### config.mk
export PLATFORM = sky130hd
export DESIGN_NAME = taxi_fare_calc
export DESIGN_NICKNAME = d
export VERILOG_FILES = /design/src/rtl/taxi_fare_calc.sv
export SDC_FILE = /design/constraint.sdc
export NUM_CORES = 1
export LEC_CHECK = 0
export BUFFER_PORTS_ARGS = -buffer_cell sky130_fd_sc_hd__buf_2
export CAP_MARGIN = 5
export CORE_MARGIN = 1
export CORE_UTILIZATION = 45
export CTS_CLUSTER_DIAMETER = 150
export DETAILED_ROUTE_END_ITERATION = 8
export SLEW_MARGIN = 20
export SYNTH_ARGS = -nofsm -noshare
export SYNTH_HDL_FRONTEND = slang
export SYNTH_SLANG_ARGS = --single-unit
### constraint.sdc
create_clock -name sys_clk -period 7.7 [get_ports sys_clk]
set_input_delay 0.77 -clock sys_clk [delete_from_list [all_inputs] [get_ports sys_clk]]
set_output_delay 0.77 -clock sys_clk [all_outputs]
set_load 0.02 [all_outputs]
### src/rtl/taxi_fare_calc.sv
// taxi_fare_calc
// Fare and trip-state engine for the taxi meter. It receives debounced
// one-cycle strobes for wheel pulses and key presses. It tracks the trip
// state (idle / waiting / driving), the trip distance in 100 m units, the
// accumulated waiting time and the running fare in 0.1-yuan units.
//
// Ports
//   sys_clk     in   system clock, the only clock
//   sys_rst     in   asynchronous active-high reset
//   pulse_evt   in   one-cycle strobe per debounced wheel pulse
//   stat_key    in   one-cycle strobe per debounced state-key press
//   trip_end    in   one-cycle strobe ending the trip
//   drive_stat  out  trip state: 0 = IDLE, 1 = WAIT, 2 = DRIVE
//   dist_100m   out  trip distance in 100 m units, clamps at FARE_MAX
//   wait_sec    out  total waiting seconds in the trip, clamps at 16'hFFFF
//   fare        out  current fare in 0.1-yuan units, clamps at FARE_MAX
//   fare_upd    out  one-cycle strobe in the cycle where a new fare value appears
module taxi_fare_calc #(
  parameter int PULSE_PER_100M    = 50,
  parameter int CLK_PER_SEC       = 50_000_000,
  parameter int BASE_FARE         = 100,
  parameter int BASE_DIST         = 30,
  parameter int DIST_RATE         = 2,
  parameter int WAIT_SEC_PER_UNIT = 60,
  parameter int WAIT_RATE         = 5,
  parameter int FARE_MAX          = 9999
) (
  input  logic        sys_clk,
  input  logic        sys_rst,
  input  logic        pulse_evt,
  input  logic        stat_key,
  input  logic        trip_end,
  output logic [1:0]  drive_stat,
  output logic [15:0] dist_100m,
  output logic [15:0] wait_sec,
  output logic [15:0] fare,
  output logic        fare_upd
);

  localparam int DIV_W  = (PULSE_PER_100M > 1) ? $clog2(PULSE_PER_100M) : 1;
  localparam int PRE_W  = (CLK_PER_SEC > 1) ? $clog2(CLK_PER_SEC) : 1;
  localparam int UNIT_W = $clog2(WAIT_SEC_PER_UNIT + 1);

  localparam logic [DIV_W-1:0]  DIV_LAST  = DIV_W'(PULSE_PER_100M - 1);
  localparam logic [PRE_W-1:0]  PRE_LAST  = PRE_W'(CLK_PER_SEC - 1);
  localparam logic [UNIT_W-1:0] UNIT_LAST = UNIT_W'(WAIT_SEC_PER_UNIT - 1);

  localparam logic [15:0] MAX16   = 16'(FARE_MAX);
  localparam logic [15:0] BASE16  = 16'(BASE_FARE);
  localparam logic [15:0] BDIST16 = 16'(BASE_DIST);
  localparam logic [15:0] DRATE16 = 16'(DIST_RATE);
  localparam logic [15:0] WRATE16 = 16'(WAIT_RATE);

  typedef enum logic [1:0] {
    IDLE  = 2'd0,
    WAIT  = 2'd1,
    DRIVE = 2'd2
  } state_t;

  state_t            state, state_nxt;
  logic [DIV_W-1:0]  div_cnt, div_nxt;
  logic [PRE_W-1:0]  pre_cnt, pre_nxt;
  logic [UNIT_W-1:0] unit_cnt, unit_nxt;
  logic [15:0]       dist_nxt, wait_nxt, fare_nxt;

  // Saturating add. The headroom is checked before adding so the 16-bit sum
  // can never wrap past FARE_MAX.
  function automatic logic [15:0] sat_add(input logic [15:0] a, input logic [15:0] b);
    if (a > (MAX16 - b)) return MAX16;
    return a + b;
  endfunction

  // Next-state and datapath logic. The pulse and prescaler work is decided
  // by the state before any key/trip_end transition in the same cycle. This
  // is why a pulse arriving with the DRIVE->WAIT key still counts.
  always_comb begin
    state_nxt = state;
    div_nxt   = div_cnt;
    pre_nxt   = pre_cnt;
    unit_nxt  = unit_cnt;
    dist_nxt  = dist_100m;
    wait_nxt  = wait_sec;
    fare_nxt  = fare;

    case (state)
      IDLE: begin
        // trip_end has no meaning here; a key press starts a fresh trip
        if (stat_key) begin
          state_nxt = DRIVE;
          fare_nxt  = BASE16;
          dist_nxt  = '0;
          wait_nxt  = '0;
          div_nxt   = '0;
          pre_nxt   = '0;
          unit_nxt  = '0;
        end
      end

      DRIVE: begin
        if (pulse_evt) begin
          if (div_cnt == DIV_LAST) begin
            div_nxt  = '0;
            dist_nxt = (dist_100m >= MAX16) ? MAX16 : dist_100m + 16'd1;
            if (dist_nxt > BDIST16) fare_nxt = sat_add(fare, DRATE16);
          end else begin
            div_nxt = div_cnt + 1'b1;
          end
        end
        if (trip_end) begin
          state_nxt = IDLE;
        end else if (stat_key) begin
          state_nxt = WAIT;
          pre_nxt   = '0;
        end
      end

      WAIT: begin
        if (pre_cnt == PRE_LAST) begin
          pre_nxt  = '0;
          wait_nxt = (wait_sec == 16'hFFFF) ? wait_sec : wait_sec + 16'd1;
          if (unit_cnt == UNIT_LAST) begin
            unit_nxt = '0;
            fare_nxt = sat_add(fare, WRATE16);
          end else begin
            unit_nxt = unit_cnt + 1'b1;
          end
        end else begin
          pre_nxt = pre_cnt + 1'b1;
        end
        if (trip_end) begin
          state_nxt = IDLE;
        end else if (stat_key) begin
          state_nxt = DRIVE;
        end
      end

      default: state_nxt = IDLE;
    endcase
  end

  // State and output registers. fare_upd marks the cycle in which a fare
  // value that differs from the previous one first appears on the output.
  always_ff @(posedge sys_clk or posedge sys_rst) begin
    if (sys_rst) begin
      state     <= IDLE;
      div_cnt   <= '0;
      pre_cnt   <= '0;
      unit_cnt  <= '0;
      dist_100m <= '0;
      wait_sec  <= '0;
      fare      <= '0;
      fare_upd  <= 1'b0;
    end else begin
      state     <= state_nxt;
      div_cnt   <= div_nxt;
      pre_cnt   <= pre_nxt;
      unit_cnt  <= unit_nxt;
      dist_100m <= dist_nxt;
      wait_sec  <= wait_nxt;
      fare      <= fare_nxt;
      fare_upd  <= (fare_nxt != fare);
    end
  end

  assign drive_stat = state;

endmodule

==> reports/results.tsv <==
stage	metric	value	unit
status	outcome	finished, final reports clean	
yosys	Compound-Gate Fraction of Synth Area	25.7	%
floorplan	Starting Density	46.0	%
yosys	Synth Area per Inst	8.00	µm²
clock_tree	Inserted Clock Buffers	9	
routing	drt first pass iters	6	
worst_setup_path	worst path required time	7.99	ns
place	Cells after DPL	990	
yosys	post-synthesis mux area share	0.472	%
yosys	Syn Nets	812	
worst_setup_path	crit path max-delay cell type	nor3_1	
yosys	sequential area share after synthesis	35.0	%
floorplan	die area	14600	µm²
clock_tree	clk_lat worst skew	0.36	ns
global_route	Total GRT Usage	28.4	%
pwr	P per Cell Area	221	nW/µm²
worst_setup_path	Crit path depth	8	
place	RePlAce Congestion	0.973	
worst_setup_path	CP Capture Point	fare_upd	
sta	post-layout min period	3.70	ns
yosys	warning count from the yosys run	0	
routing	DR iter-0 viols	722	
yosys	Synth Area in XOR/XNOR	3.86	%
clock_tree	CTS Buffer Depth	2	
layout	fin util	51.2	%
pwr	sequential share of power	39.2	%
worst_setup_path	critical path fanouts, max	15	
floorplan	core footprint	13800	µm²
yosys	Synth async-reset ratio	100	%
yosys	simple-gate area share of the yosys netlist	28.0	%
yosys	Synth top cells by count	dfrtp_1 (89), nor2_1 (87), o21ai_0 (85)	
layout	NumNets Final	838	
pwr	IR drop worst, VDD	0.121	mV
yosys	Mapped Area	6360	µm²
worst_setup_path	critical path type	reg2reg	
place	placed cell areas	6720	µm²
yosys	library cells used by synthesis	81	
yosys	cells after synthesis	795	
clock_tree	clock transition at the registers of the reported paths	0.07	ns
worst_setup_path	crit path launch	pre_cnt[7]	
worst_setup_path	FF-to-FF setup slack	4.00	ns
routing	routed wire length	19.8	mm
clock_tree	H-tree depth	3	
worst_setup_path	Reg-to-Reg Start	pre_cnt[7]	
place	I/O Buffers	55	
sta	Max transition margin	27.1	%
clock_tree	post-CTS setup buffer count	0	
layout	Layout Cells excl Fill	1007	
clock_tree	root buf cell	clkbuf_16	
yosys	main combinational cell family by area after synthesis	simple AND/OR/NAND/NOR gates	
worst_setup_path	slowest stage delay, CP	0.96	ns
sta	worst-case clock skew	0.00948	ns
worst_setup_path	cell family with most CP delay	simple AND/OR/NAND/NOR gates	
yosys	most area-consuming cells after synthesis	dfrtp_1 (35%), o21ai_0 (6.7%), nor2_1 (5.1%)	
worst_setup_path	Reg2Reg Depth	8	
sta	RSZ-0062 raised after global routing	false	
routing	DR vias/cell	6.43	
clock_tree	TritonCTS clock tree	done	
yosys	area leader, netlist	dfrtp_1	
clock_tree	Hold-fix buffers, CTS	0	
worst_setup_path	CP Buf/Inv Count	0	
global_route	first-pass GRT wire length	32.4	mm
global_route	GRT Residual Overflow	0	
sta	period utilization	48.0	%
yosys	Main synth FF type	dfrtp_1	
floorplan	Rows	43	
place	DP Wirelength	13.6	mm
yosys	post-synth top area share	35.0	%
yosys	#FFs+latches synth	89	
routing	Routed wire per std cell	19.6	µm
layout	final instance area	7070	µm²
pwr	internal power	0.000969	W
yosys	EDFF count, synth	0	
worst_hold_path	worst min-delay path class	in2async	
floorplan	Die Ht	121	µm
sta	fmax	271	MHz
run	max-cap viol count	0	
layout	Syn-to-layout area delta	11.3	%
sta	Hold Fails Final Rpt	0	
clock_tree	CTS-repair resized insts	0	
pwr	Clock power frac	32.6	%
global_route	initial antenna violation count	1	
pwr	Pleak	2.88	nW
sta	Worst-Margin Slew	1.09	ns
worst_setup_path	reg2reg end	fare_upd	
worst_setup_path	data arrival time of the critical path	3.99	ns
yosys	post-synthesis adder-cell area fraction	2.36	%
worst_setup_path	CP endpoint kind	flop	
pwr	NetSw	0.000594	W
floorplan	Die Width	121	µm
sta	final setup violation count	0	
pwr	Comb power frac	28.2	%
yosys	most numerous cell in the Yosys netlist	dfrtp_1	
layout	share of post-route cells with drive strength above 1	12.5	%
global_route	vias in the first global route	6083	
routing	via count	6480	
global_route	largest net degree at the start of global routing	53	
worst_setup_path	cells along the critical path	or4_4 -> nor4_4 -> nand3_1 -> nor3_1 -> a211oi_1 -> o2111ai_1 -> nor4_1 -> nand4_1	
pwr	Switching Share	38.0	%
layout	Fillers	1336	
pwr	total power	0.00156	W
sta	setup TNS	0	ns
floorplan	io pins	56	
sta	Max Slew Vio Count	0	
routing	post-route ant nets	0	
clock_tree	Sink Count	89	
routing	DRC violations left	0	
worst_setup_path	Setup crit start kind	flop	
[flip-flops by register name (all words and copies together) (netlist names)]
name        count
div_cnt         6
fare_upd        1
fare           16
pre_cnt        26
wait_sec       16
drive_stat      2
unit_cnt        6
dist_100m      16
[final cells by class]
| type | instances | area (µm²) | share of cell area [%] |
|---|---|---|---|
| Antenna cell | 1 | 2.50 | 0.0354 |
| Inverter | 24 | 91.3 | 1.29 |
| Clock inverter | 4 | 73.8 | 1.04 |
| Sequential cell | 89 | 2230 | 31.5 |
| Clock buffer | 12 | 267 | 3.77 |
| Timing Repair Buffer | 63 | 335 | 4.74 |
| Tap cell | 180 | 225 | 3.18 |
| Multi-Input combinational cell | 634 | 3850 | 54.4 |
[worst reg2reg max path, cell delays in order (launching register included)]
cell	delay, ns
dfrtp_1	0.44
or4_4	0.57
nor4_4	0.45
nand3_1	0.54
nor3_1	0.96
a211oi_1	0.28
o2111ai_1	0.23
nor4_1	0.09
nand4_1	0.10
[power by group through the flow]
stage	registers, W	logic (W)	clock network (W)
6_report	0.000613	0.000441	0.000509
2_1_floorplan	0.000583	0.000314	0
5_1_grt	0.000622	0.000484	0.000536
3_3_place_gp	0.000613	0.000428	0
3_5_place_dp	0.000617	0.000431	0
4_1_cts	0.000608	0.000434	0.000518
[cells by family (layout without fill, tap and decap cells)]
logic type / after synthesis / count (layout)
muxes: 3 / 3
other: 0 / 1
and+or+nand+nor: 342 / 342
DFF: 89 / 89
adders and majority gates: 12 / 12
xor gates and xnor gates: 28 / 28
AOI/OAI and AO/OA: 249 / 249
buffers and inverters: 72 / 103
[per-stage QoR]
stage,hold slack (ns),setup WS (ns)
detailed placement,0.501,3.75
finish,0.488,4.00
floorplan,0.442,4.62
CTS,0.506,3.70
global placement,0.488,3.92
global route,0.514,3.78
[per-layer routing]
metal | GRT usage (%) | share of wire [%] | up-vias
li1 | - | - | 3037
met1 | 38.5 | 44 | 3102
met2 | 42.5 | 45 | 281
met3 | 5.33 | 6.9 | 60
met4 | 15.5 | 4.2 | 0
met5 | 0 | 0 | -
[how the worst min path moves through the flow]
stage / startpoint / to
floorplan: pre_cnt[25] / pre_cnt[25]
detailed placement: pre_cnt[25] / pre_cnt[25]
finish: sys_rst / fare[0]
CTS: sys_rst / fare[9]
global route: pre_cnt[25] / pre_cnt[25]
global placement: pre_cnt[25] / pre_cnt[25]
[placed cells by master, fill, tap and decap left out, types with 4 or more instances in the layout]
cell type  instances
nor4_1            12
nand4_1           30
nand2_1           69
or3_1              9
o2111ai_1          9
o21bai_1           8
clkbuf_16          9
nand2b_1           5
o22ai_1            6
o21ai_1            4
o21ai_0           85
inv_1             22
xor2_1            15
nand3_1           41
a22o_1             4
nor3_1            20
a21oi_1           49
a31oi_1           10
o31ai_1            9
buf_2             55
or4_1              6
a211oi_1           8
a21o_1             4
nor2_1            87
xnor2_1           13
nand4bb_1          4
ha_1              12
or2_2              6
o22a_1             5
dfrtp_1           89
o41ai_1            4
buf_4              8
and2_1            11
and3_1            17
Power figures use the tool's default switching activity.
